**src/rtl/spi_txn_arbiter.sv**
```systemverilog
// Round-robin arbiter that shares one SPI master among NUM_REQ requesters,
// issuing one transaction at a time and returning read data after a guard interval.
//
// state | meaning
// IDLE  | waiting for any req_valid; grants and latches the winner
// ISSUE | one-cycle length pulse to the master, guard counter loaded
// WAIT  | guard counter running down, master outputs held
// RESP  | one-cycle response pulse to the granted requester
module spi_txn_arbiter #(
  parameter int NUM_REQ               = 4,
  parameter int DATA_WIDTH            = 32,
  parameter int TRANSACTION_LEN_WIDTH = 6,
  parameter int GUARD_WIDTH           = 16
) (
  input  logic                                     fabric_clk,
  input  logic                                     reset_n,
  input  logic [NUM_REQ-1:0]                       req_valid,
  output logic [NUM_REQ-1:0]                       req_ready,
  input  logic [NUM_REQ*TRANSACTION_LEN_WIDTH-1:0] req_len,
  input  logic [NUM_REQ*DATA_WIDTH-1:0]            req_data,
  input  logic [NUM_REQ*DATA_WIDTH-1:0]            req_mask,
  input  logic [NUM_REQ-1:0]                       req_cpol,
  input  logic [NUM_REQ-1:0]                       req_cpha,
  input  logic [GUARD_WIDTH-1:0]                   guard_cycles,
  output logic [NUM_REQ-1:0]                       resp_valid,
  output logic [DATA_WIDTH-1:0]                    resp_data,
  output logic                                     resp_err,
  output logic                                     busy,
  output logic [TRANSACTION_LEN_WIDTH-1:0]         spi_transaction_length,
  output logic [DATA_WIDTH-1:0]                    spi_transaction_data,
  output logic [DATA_WIDTH-1:0]                    spi_transaction_rw_mask,
  output logic                                     spi_cpol,
  output logic                                     spi_cpha,
  input  logic [DATA_WIDTH-1:0]                    spi_transaction_read_data
);

  localparam int PTR_W = (NUM_REQ > 1) ? $clog2(NUM_REQ) : 1;
  localparam int LW    = TRANSACTION_LEN_WIDTH;
  localparam int LWP   = LW + 1;
  localparam logic [LW:0] MAX_LEN = LWP'(DATA_WIDTH);

  typedef enum logic [1:0] {
    ST_IDLE  = 2'd0,
    ST_ISSUE = 2'd1,
    ST_WAIT  = 2'd2,
    ST_RESP  = 2'd3
  } state_t;

  state_t                  state_q, state_d;
  logic [PTR_W-1:0]        ptr_q, ptr_nxt;
  logic [PTR_W-1:0]        grant_idx, lat_grant_q;
  logic                    grant_found;
  int                      idx_c;
  logic [LW-1:0]           sel_len, lat_len_q;
  logic                    sel_bad, lat_err_q;
  logic [DATA_WIDTH-1:0]   lat_data_q, lat_mask_q, resp_data_q, window;
  logic                    lat_cpol_q, lat_cpha_q, has_reads;
  logic [GUARD_WIDTH-1:0]  cnt_q, guard_load;

  // First requester at or after the pointer, wrapping.
  always_comb begin
    grant_idx   = '0;
    grant_found = 1'b0;
    idx_c       = 0;
    for (int k = 0; k < NUM_REQ; k++) begin
      idx_c = int'(ptr_q) + k;
      if (idx_c >= NUM_REQ) idx_c = idx_c - NUM_REQ;
      if (!grant_found && req_valid[idx_c]) begin
        grant_found = 1'b1;
        grant_idx   = PTR_W'(idx_c);
      end
    end
  end

  assign sel_len    = req_len[int'(grant_idx)*LW +: LW];
  assign sel_bad    = (sel_len == '0) || ({1'b0, sel_len} > MAX_LEN);
  assign ptr_nxt    = (grant_idx == PTR_W'(NUM_REQ-1)) ? '0 : grant_idx + 1'b1;
  assign guard_load = (guard_cycles == '0) ? GUARD_WIDTH'(1) : guard_cycles;

  // Only the top len bits of the mask take part in the read test.
  assign window    = ~({DATA_WIDTH{1'b1}} >> lat_len_q);
  assign has_reads = |(window & ~lat_mask_q);

  assign spi_transaction_data    = lat_data_q;
  assign spi_transaction_rw_mask = lat_mask_q;
  assign spi_cpol                = lat_cpol_q;
  assign spi_cpha                = lat_cpha_q;

  always_comb begin
    state_d                = state_q;
    req_ready              = '0;
    resp_valid             = '0;
    resp_err               = 1'b0;
    resp_data              = '0;
    spi_transaction_length = '0;
    busy                   = (state_q != ST_IDLE);
    case (state_q)
      ST_IDLE: begin
        if (grant_found) begin
          req_ready[grant_idx] = 1'b1;
          state_d = sel_bad ? ST_RESP : ST_ISSUE;
        end
      end
      ST_ISSUE: begin
        spi_transaction_length = lat_len_q;
        state_d = ST_WAIT;
      end
      ST_WAIT: begin
        if (cnt_q == GUARD_WIDTH'(1)) state_d = ST_RESP;
      end
      ST_RESP: begin
        resp_valid[lat_grant_q] = 1'b1;
        resp_err  = lat_err_q;
        resp_data = resp_data_q;
        state_d   = ST_IDLE;
      end
      default: state_d = ST_IDLE;
    endcase
  end

  always_ff @(posedge fabric_clk or negedge reset_n) begin
    if (!reset_n) begin
      state_q     <= ST_IDLE;
      ptr_q       <= '0;
      lat_grant_q <= '0;
      lat_len_q   <= '0;
      lat_data_q  <= '0;
      lat_mask_q  <= '0;
      lat_cpol_q  <= 1'b0;
      lat_cpha_q  <= 1'b0;
      lat_err_q   <= 1'b0;
      cnt_q       <= '0;
      resp_data_q <= '0;
    end else begin
      state_q <= state_d;
      case (state_q)
        ST_IDLE: begin
          if (grant_found) begin
            lat_grant_q <= grant_idx;
            lat_len_q   <= sel_len;
            lat_data_q  <= req_data[int'(grant_idx)*DATA_WIDTH +: DATA_WIDTH];
            lat_mask_q  <= req_mask[int'(grant_idx)*DATA_WIDTH +: DATA_WIDTH];
            lat_cpol_q  <= req_cpol[grant_idx];
            lat_cpha_q  <= req_cpha[grant_idx];
            lat_err_q   <= sel_bad;
            ptr_q       <= ptr_nxt;
            resp_data_q <= '0;
          end
        end
        ST_ISSUE: cnt_q <= guard_load;
        ST_WAIT: begin
          cnt_q <= cnt_q - 1'b1;
          if (state_d == ST_RESP)
            resp_data_q <= has_reads ? spi_transaction_read_data : '0;
        end
        default: ;
      endcase
    end
  end

endmodule

```
**config.mk**
```make
export PLATFORM = sky130hd
export DESIGN_NAME = spi_txn_arbiter
export DESIGN_NICKNAME = d
export VERILOG_FILES = /design/src/rtl/spi_txn_arbiter.sv
export SDC_FILE = /design/constraint.sdc
export NUM_CORES = 1
export LEC_CHECK = 0
export ABC_AREA = 1
export BUFFER_PORTS_ARGS = -buffer_cell sky130_fd_sc_hd__buf_2
export CORE_AREA = 2 2 178 180
export CTS_CLUSTER_SIZE = 14
export DETAILED_ROUTE_END_ITERATION = 10
export DIE_AREA = 0 0 180 182
export MAX_ROUTING_LAYER = met4
export RECOVER_POWER = 50
export SYNTH_ARGS = -nofsm -noshare
export SYNTH_HDL_FRONTEND = slang
export SYNTH_SLANG_ARGS = --single-unit
```
**constraint.sdc**
```tcl
create_clock -name fabric_clk -period 3.2 [get_ports fabric_clk]
set_input_delay 0.64 -clock fabric_clk [delete_from_list [all_inputs] [get_ports fabric_clk]]
set_output_delay 0.64 -clock fabric_clk [all_outputs]
set_load 0.005 [all_outputs]
```
======== Word-level counts from Yosys, hierarchy flattened ========
Index checks and enable logic that the tools add are counted.
operators by class
  add/sub/neg operators ................... 9
  multipliers ............................. 1
  magnitude comparators ................... 13
  eq/ne operators ......................... 8
  shifts and indexed selects .............. 4
  muxes and demuxes ....................... 49
  bitwise gates (word level) .............. 3
  reduce and logical (&&, ||, !) cells .... 18
operators with widths
  kind                                                   number
  two-way mux 32 bit                                     8
  indexed part select 128 x 8 -> 32 bit                  2
  < comparator 32 x 4 -> 1 bit (second input constant)   4
  NOT 32 bit                                             2
  one-hot mux 32 bit (2 select lines)                    1
  bitwise AND 32 bit                                     1
  one-hot mux 16 bit (2 select lines)                    1
  OR reduction 32 bit                                    1
  >> shifter 32 x 6 -> 32 bit (first input constant)     1
  indexed part select 24 x 6 -> 6 bit                    1
  two-way mux 1 bit                                      17
  == test 16 x 1 -> 1 bit (second input constant)        1
  zero test 16 bit                                       1
  two-way mux 16 bit                                     1
  two-way mux 2 bit                                      8
  subtractor 16 x 1 -> 16 bit (second input constant)    1
  binary-select mux 1 bit (select 2 bit)                 6
  two-way mux 4 bit                                      3
  subtractor 3 x 3 -> 4 bit (second input constant)      3
  >= comparator 3 bit (second input constant)            3
  == test 2 bit (second input constant)                  4
  one-hot mux 2 bit (4 select lines)                     1
  adder 2 x 2 -> 3 bit (second input constant)           2
  greater-than comparator 6 bit (second input constant)  1
  19 further kinds                                       31
storage, ports and cells
  register bits after elaboration ......... 127
  input port bits ......................... 342
  output and inout bits ................... 114
  logic and storage cells ................. 116

======== Longest topological paths before layout ========
Gate-level depths: netlist of run 1.
  word-level depth ........................ 25
  depth in mapped cells ................... 24
  gate-level depth less buffers ........... 22

======== Worst setup path after synthesis of run 1 ========
Ideal clock, no wire load.
  path kind ............................... input port to output port
  from .................................... input req_valid[3]
  to ...................................... output req_ready[1]
  data arrival time ....................... 2317 ps
  required time ........................... 2560 ps
  setup slack ............................. 243 ps
  stages on the path ...................... 15
  cells stage by stage .................... inv_1 > nand2_2 > nand3_2 > nand2_2 > nor2_4 > nand3_2 > nand2_4 > nand2_4 > buf_6 > inv_1 > clkbuf_1 > buf_2 > ha_1 > inv_1 > nor2_1
on the way
  cells in the longest elaborated chain, start to end .. 19
  elaborated cells on any way between the ends .. 33
  those cells by class .................... order compare: 2; mux: 24; reduce/logical: 7
RTL lines
  element                                                                                            RTL line  text
  start, declared                                                                                    17        input logic [NUM_REQ-1:0] req_valid,
  binary-select mux 1 bit (select 2 bit)                                                             68        if (!grant_found && req_valid[idx_c]) begin
  two-way mux 1 bit (implied by the code) (2 in a row)                                               68
  two-way mux 1 bit                                                                                  68
  zero test 1 bit                                                                                    68
  logical AND 1 bit                                                                                  68
  two-way mux 1 bit                                                                                  68
  zero test 1 bit                                                                                    68
  logical AND 1 bit                                                                                  68
  (+3 left out)                                                                                      --
  two-way mux 2 bit *                                                                                68
  named net grant_idx[0]                                                                             51        logic [PTR_W-1:0] grant_idx, lat_grant_q;
  < comparator 2 x 3 -> 1 bit (implied by the code) or >= comparator 2 x 1 -> 1 bit (tied branches)  100       req_ready[grant_idx] = 1'b1;
  logical AND 1 bit (implied by the code)                                                            100
  two-way mux 1 bit (implied by the code)                                                            100
  demux 1 bit (select 2 bit) *                                                                       100
  two-way mux 4 bit *                                                                                99        if (grant_found) begin
  two-way mux 4 bit *                                                                                97        case (state_q)
  end, declared                                                                                      18        output logic [NUM_REQ-1:0] req_ready,
Mark *: on every way through the listed nets, which the timed path passes. The rest lies on a longest branch. The select of a mux whose other input is x is not followed.

======== Final worst setup path of run 1 ========
  from .................................... register ptr_q[0]
  to ...................................... output req_ready[1]
on the way
  cells in the longest elaborated chain, start to end .. 21
  elaborated cells on any way between the ends .. 48
  those cells by class .................... add/sub: 7; order compare: 6; mux: 28; reduce/logical: 7
RTL lines
  element                                                             RTL line  text
  start, declared                                                     50        logic [PTR_W-1:0] ptr_q, ptr_nxt;
  start signal, assigned                                              146       ptr_q <= ptr_nxt;
  branches (longest 19 deep; another with subtractor 3 x 3 -> 4 bit)  --
  two-way mux 4 bit *                                                 99
  two-way mux 4 bit *                                                 97
Every way passes the cells marked *. The select of a mux whose other input is x is not followed.

==> results of run 1 <==
-- critical path, stage by stage (launching register included) --
cell	delay, ps
dfrtp_1	390
inv_2	150
nand2_1	110
nand3_1	110
nand2_1	100
a21oi_1	180
nand2_1	160
nand2_8	190
clkinv_2	140
ha_1	220
inv_1	50
nor2_1	40
buf_2	130
-- final timing paths --
| kind | to | slack (ps) | cells past startpoint | from |
|---|---|---|---|---|
| setup reg to reg | resp_data_q[25]$_DFFE_PN0P_ | 380 | 19 | ptr_q[0]$_DFFE_PN0P_ |
| hold reg to reg | resp_data_q[0]$_DFFE_PN0P_ | 480 | 2 | resp_data_q[0]$_DFFE_PN0P_ |
| max in group asynchronous | spi_transaction_data[30]$_DFFE_PN0P_ | 580 | 2 | reset_n |
| hold / removal | resp_data_q[0]$_DFFE_PN0P_ | 480 | 2 | resp_data_q[0]$_DFFE_PN0P_ |
| min in group asynchronous | cnt_q[14]$_DFFE_PN0P_ | 590 | 1 | reset_n |
| setup / recovery | req_ready[1] | 190 | 12 | ptr_q[0]$_DFFE_PN0P_ |
-- routing by layer --
metal | vias up | global-route usage (%) | share of wire, %
met2 | 423 | 37.5 | 49
met3 | 72 | 4.37 | 6.0
met4 | 0 | 8.78 | 3.5
met1 | 4848 | 27.1 | 41
li1 | 5053 | - | -
met5 | - | - | 0
-- power breakdown --
group | total (mW) | internal, mW | switching [mW]
logic | 9.51 | 3.25 | 6.26
clock network | 2.24 | 1.41 | 0.824
registers | 3.20 | 2.47 | 0.729
-- cells in the mapped netlist (all sizes together) (5+ instances only) --
master	number	area share, %
nor3	12	0.69
dfrtp	127	37
nand4	8	0.58
a21oi	29	1.7
a31oi	19	1.4
nor2	229	10
buf	18	1.9
nor4	8	0.58
inv	99	4.3
nand3	72	4.7
o221ai	38	3.8
o22ai	20	1.4
nand2	297	15
xor2	5	0.50
o21bai	18	1.6
o21ai	174	10
ha	10	1.4
clkbuf	70	3.0
-- cell type report --
cell class / instances / area [µm²]
clock inverters: 12 / 209
flip-flops and latches: 127 / 3180
multi-input cells: 952 / 4740
clock buffers: 20 / 447
inverters: 101 / 382
fillers: 3371 / 19000
repair buffers: 483 / 2490
diodes: 3 / 7.51
well taps: 402 / 503
-- kinds of logic after synthesis --
kind of cell	synth area share, %
flip-flops	36.5
AND/OR/NAND/NOR	31.2
AO/OA/AOI/OAI	21.0
XOR/XNOR	0.503
adder cells (fa/ha/maj)	1.44
buffers and inverters	9.32
-- placed cells by master, fill, tap and decap left out, types with 17 or more instances in the layout --
cell,instances
a21oi_1,29
a31oi_1,19
buf_2,404
buf_4,19
clkbuf_1,54
clkbuf_16,17
dfrtp_1,127
inv_1,93
nand2_1,248
nand2_2,43
nand3_1,63
nor2_1,223
o21ai_0,173
o21bai_1,17
o221ai_1,38
o22ai_1,20
-- flip-flops by register name, summed over array words and instances, names as in the netlist --
| name | cells |
|---|---|
| lat_grant_q | 2 |
| spi_cpol | 1 |
| cnt_q | 16 |
| lat_len_q | 6 |
| resp_data_q | 32 |
| spi_cpha | 1 |
| spi_transaction_data | 32 |
| lat_err_q | 1 |
| spi_transaction_rw_mask | 32 |
| ptr_q | 2 |
| state_q | 2 |
-- stage by stage --
| stage | hold WS, ps | utilization (%) | cell area [µm²] | power [mW] | setup slack (ps) |
|---|---|---|---|---|---|
| 4_1_cts | 204 | 38.8 | 12000 | 15.1 | 58.3 |
| 5_1_grt | 498 | 38.6 | 12000 | 16.4 | 10.1 |
| 6_report | 480 | 38.6 | 12000 | 15.0 | 185 |
| 3_5_place_dp | 459 | 36.6 | 11400 | 12.8 | 106 |
| 2_1_floorplan | 344 | - | 8700 | 9.66 | 243 |
| 3_3_place_gp | 468 | 36.6 | 11400 | 12.6 | 231 |
-- what timing repair did --
| action | 4_1_cts | 5_1_grt |
|---|---|---|
| gates resized for setup | 0 | 3 |
| endpoints found under the setup margin | 0 | 9 |
| buffers inserted | 0 | 2 |
==> impl_metrics.yaml, run 1 <==
outcome:
  status: "finished, violations left"
  violations: "max-capacitance violations, max-slew violations"
worst_hold_path:
  hold_class: "flip-flop to flip-flop"
synthesis:
  syn_area_um2: 8700
  async_flop_share_pct: 100
  ys.flop_type: "dfrtp_1"
  synth_seq_cells: 127
  synth_edf_count: 0
  ys_types: 42
  yosys_warnings: 0
  netlist_instances: 1268
  syn-num-nets: 1620
  ys_seq_area_share_pct: 36.5
  synth_area_per_cell_um2: 6.86
final_layout:
  stdcell_count: 2100
  drive_above_1_share_pct: 31.4
  final_nets: 2034
  area_growth_pct: 37.3
floorplanning:
  start_util_pct: 28.1
  die_width_um: 180
  num_rows: 65
  die_h_um: 182
  io_pins: 456
  core-area_um2: 31000
  dieArea_um2: 32800
power_and_ir_drop:
  powerDensity_nw_per_um2: 1250
  leakage_nw: 6.22
  ir_drop_mv: 0.887
timing:
  rsz0062_at_grt: "false"
  setup_tns_ps: 0
  slew_headroom_pct: -4.73
  max_freq_mhz: 332
  hold_viol_final: 0
  finalClockSkew_ps: 18.7
  worst-slew-pin-transition_ps: 1570
  min_period_ps: 3010
  setup_viol: 0
  post-route-period-util_pct: 94.2
  report.final.slew_viol_count: 60
worst_setup_path:
  worstPathArrival_ps: 2370
  criticalPathCategory: "flip-flop to output pin"
  worst-path-max-fanout: 20
  start_kind: "flip-flop"
  critical_path_required_ps: 2560
  endpoint_kind: "output pin"
drt:
  drt_first_pass_iters: 5
  via_per_inst: 4.95
  drcViolationCount: 0
  drt-initial-drc-count: 648
  drt-total-wl_um: 36800
  vias: 10400
  ant_nets: 0
  wire_per_inst_um: 17.5
global_route:
  first_global_vias: 10200
  grt_pass1_wl_um: 56800
  grt.overflow.total: 0
  grt_antenna_before_repair: 4
  grt_max_degree: 104
  grt_usage_pct: 22.6
placement:
  port_buffers: 455
  place.detailed.hpwl_um: 28400
  dp.cells: 2063
  gp_congestion: 0.981
flow_run:
  max_cap_violations: 1
clock_network:
  cts_tree: "built"
  ctsRootBufferMaster: "clkbuf_16"
  htreeDepth: 4
  cts_sinks: 127
  clockBufferDepth: 2
  clk_latency_ps: 430
  numCtsBuffers: 17
  path_clk_slew_ps: 70
  holdBufCountCts: 0
Power figures use the tool's default switching activity.
==> run 2, diff against run 1 <==
--- a/config.mk
+++ b/config.mk
@@ -9,6 +9,6 @@
 export BUFFER_PORTS_ARGS = -buffer_cell sky130_fd_sc_hd__buf_2
-export CORE_AREA = 2 2 178 180
+export CORE_AREA = 5 5 176 178
 export CTS_CLUSTER_SIZE = 14
 export DETAILED_ROUTE_END_ITERATION = 10
-export DIE_AREA = 0 0 180 182
+export DIE_AREA = 0 0 181 183
 export MAX_ROUTING_LAYER = met4
--- a/constraint.sdc
+++ b/constraint.sdc
@@ -3,2 +3,2 @@
 set_output_delay 0.64 -clock fabric_clk [all_outputs]
-set_load 0.005 [all_outputs]
+set_load 0.01 [all_outputs]
==> run 2 against run 1 <==
  * The flow still finishes with violations (max-capacitance violations, max-slew violations)
  * Critical path depth is 1 higher
  * Final area is 0.88% higher
  * Total power up 2.4%
  * Non-clock buffer count is 7 higher
  * Combinational power grew 4.0%
  * Clock skew decreased by 6.3 ps
  * Clock power down 3%
  * Utilization rose by 2.7 points
  * First-iteration DRC count fell by 3.7%
  * Sequential cell count is the same
  * Die area rose by 1.1%
  * Register-to-register slack worse by 120 ps
  * Largest cell class unchanged
  * Highest routed layer unchanged
==> impl_metrics.yaml, run 2 (same netlist as run 1, synthesis figures left out) <==
worst_setup_path:
  start_kind: "flip-flop"
  worstPathArrival_ps: 2450
  endpoint_kind: "output pin"
  critPathMaxStageDelay_ps: 440
  r2r_slack_ps: 260
  criticalPathCategory: "flip-flop to output pin"
  r2r-end: "resp_data_q[31]$_DFFE_PN0P_"
  cp_common_cell: "nand2_1"
  slowest_stage: "dfrtp_2"
  rr_startpoint: "ptr_q[0]$_DFFE_PN0P_"
  reg2regPathDepth: 21
  critical_path_required_ps: 2560
  worstPathCellList: "buf_6 > nand2_1 > nand2_1 > nand2_1 > nand2_2 > nor2_4 > nand4_1 > nand2_4 > buf_12 > ha_1 > inv_1 > nor2_1 > buf_2"
  worst-path-max-fanout: 19
  critical_path_buf_inv_count: 4
  path_delay_family: "simple AND/OR/NAND/NOR gates"
timing:
  rsz0062_at_grt: "false"
  finalClockSkew_ps: 12.4
  worst-slew-pin-transition_ps: 1750
  min_period_ps: 3090
  slew_headroom_pct: -16.7
  setup_viol: 0
  report.final.slew_viol_count: 66
  hold_viol_final: 0
  max_freq_mhz: 323
  holdWs_ps: 478
  post-route-period-util_pct: 96.6
global_route:
  first_global_vias: 10100
  grt_usage_pct: 22.1
  grt_pass1_wl_um: 56600
  grt.met2_usage_pct: 37.3
  grt_antenna_before_repair: 7
  use_met1_pct: 26.2
  grt.overflow.total: 0
  busiest_layer: "met2"
  grt_max_degree: 129
  use_met3_pct: 4.72
placement:
  place.detailed.hpwl_um: 29300
  gp_congestion: 0.885
  port_buffers: 455
power_and_ir_drop:
  p_clk_share_pct: 14.2
  power.net_switching_mw: 8.04
  powerDensity_nw_per_um2: 1270
  p_int_mw: 7.28
  power_frac_comb_pct: 64.5
  power.total_mw: 15.3
  leakage_nw: 6.26
  sequentialPowerShare_pct: 21.2
  swShare_pct: 52.5
  ir_drop_mv: 0.864
drt:
  drt-initial-drc-count: 624
  drcViolationCount: 0
  wire_per_inst_um: 18.0
  drt-total-wl_um: 37900
  vias: 10500
  ant_nets: 0
  drt_first_pass_iters: 5
  via_per_inst: 4.98
floorplanning:
  start_util_pct: 29.8
  num_rows: 63
  io_pins: 456
  core-area_um2: 29200
  die_width_um: 181
  dieArea_um2: 33100
  die_h_um: 183
final_layout:
  area_growth_pct: 38.6
  drive_above_1_share_pct: 31.8
  final_nets: 2042
  layout_commonest_cell: "buf_2"
  final_cell_mix: "buf_2, nand2_1, nor2_1, o21ai_0, dfrtp_1"
clock_network:
  numCtsBuffers: 17
  cts_sinks: 127
  htreeDepth: 4
  clockBufferDepth: 2
  clk_latency_ps: 420
  cts_tree: "built"
  holdBufCountCts: 0
  ctsRootBufferMaster: "clkbuf_16"
  path_clk_slew_ps: 50
worst_hold_path:
  whs_path_depth: 2
  hold_class: "flip-flop to flip-flop"
  holdCritStartpoint: "resp_data_q[9]$_DFFE_PN0P_"
  whs_endpoint: "resp_data_q[9]$_DFFE_PN0P_"
flow_run:
  max_cap_violations: 1
outcome:
  violations: "max-capacitance violations, max-slew violations"
  status: "finished, violations left"
[run 2: cell count changes in the layout (fill, tap and decap cells not counted), sizes merged]
| cell | change |
|---|---|
| clkinvlp | +1 |
| inv | +1 |
| bufinv | -1 |
| buf | +2 |
| clkinv | -2 |
| clkbuf | +6 |
| nand2 | +1 |
| diode | +6 |
[run 2: routing by layer]
layer / share of wire (%) / vias to the layer above
met2: 50 / 438
li1: - / 5074
met3: 6.5 / 66
met4: 3.1 / 0
met1: 40 / 4896
met5: 0 / -
[run 2: through the flow]
step                      cells  instance area [µm²]  worst slack [ps]  utilization [%]  TNS, ps
after floorplan            1268                 8700               182                -        0
after global placement     2051                11300               173             38.7        0
after detailed placement   2051                11300              35.2             38.7        0
after CTS                  2083                12000             -4.68             41.0    -4.68
after global routing       2100                12100             0.475             41.2        0
final                      2102                12100               108             41.2        0
[run 2: layout make-up]
| cell class | count | area, µm² |
|---|---|---|
| diodes | 9 | 22.5 |
| clock buffers | 21 | 480 |
| clock inverters | 11 | 178 |
| fillers | 3146 | 17200 |
| inverters | 101 | 395 |
| multi-input cells | 953 | 4770 |
| flip-flops and latches | 127 | 3180 |
| well taps | 390 | 488 |
| repair buffers | 490 | 2540 |
[run 2: worst max path at each step]
stage                                     from                     endpoint  cells after the start
after floorplan                   req_valid[3]                 req_ready[1]                     15
after global placement            req_valid[0]   resp_data_q[0]$_DFFE_PN0P_                     21
after detailed placement          req_valid[2]  resp_data_q[31]$_DFFE_PN0P_                     21
after CTS                 ptr_q[0]$_DFFE_PN0P_                 req_ready[2]                     14
after global routing      ptr_q[0]$_DFFE_PN0P_                 req_ready[1]                     13
final                     ptr_q[0]$_DFFE_PN0P_                 req_ready[1]                     13
[run 2: repair_timing]
item                       4_1_cts  5_1_grt
buffers inserted                 0        9
setup endpoints to repair        4        4
gates resized for setup          3       15
cloned                           0        1
pin swaps                        0        4
[run 2: power groups by stage]
stage	combinational, mW	sequential [mW]	clock [mW]
global placement	9.47	3.27	0
detailed placement	9.60	3.27	0
global route	11.0	3.36	2.30
finish	9.89	3.25	2.18
floorplan	6.70	3.17	0
CTS	9.67	3.25	2.23
[run 2: worst min-delay path, delay by kind of cell (launching register included)]
family | cells | cell delay (ps)
flip-flops | 1 | 350
AND/OR/NAND/NOR | 2 | 90
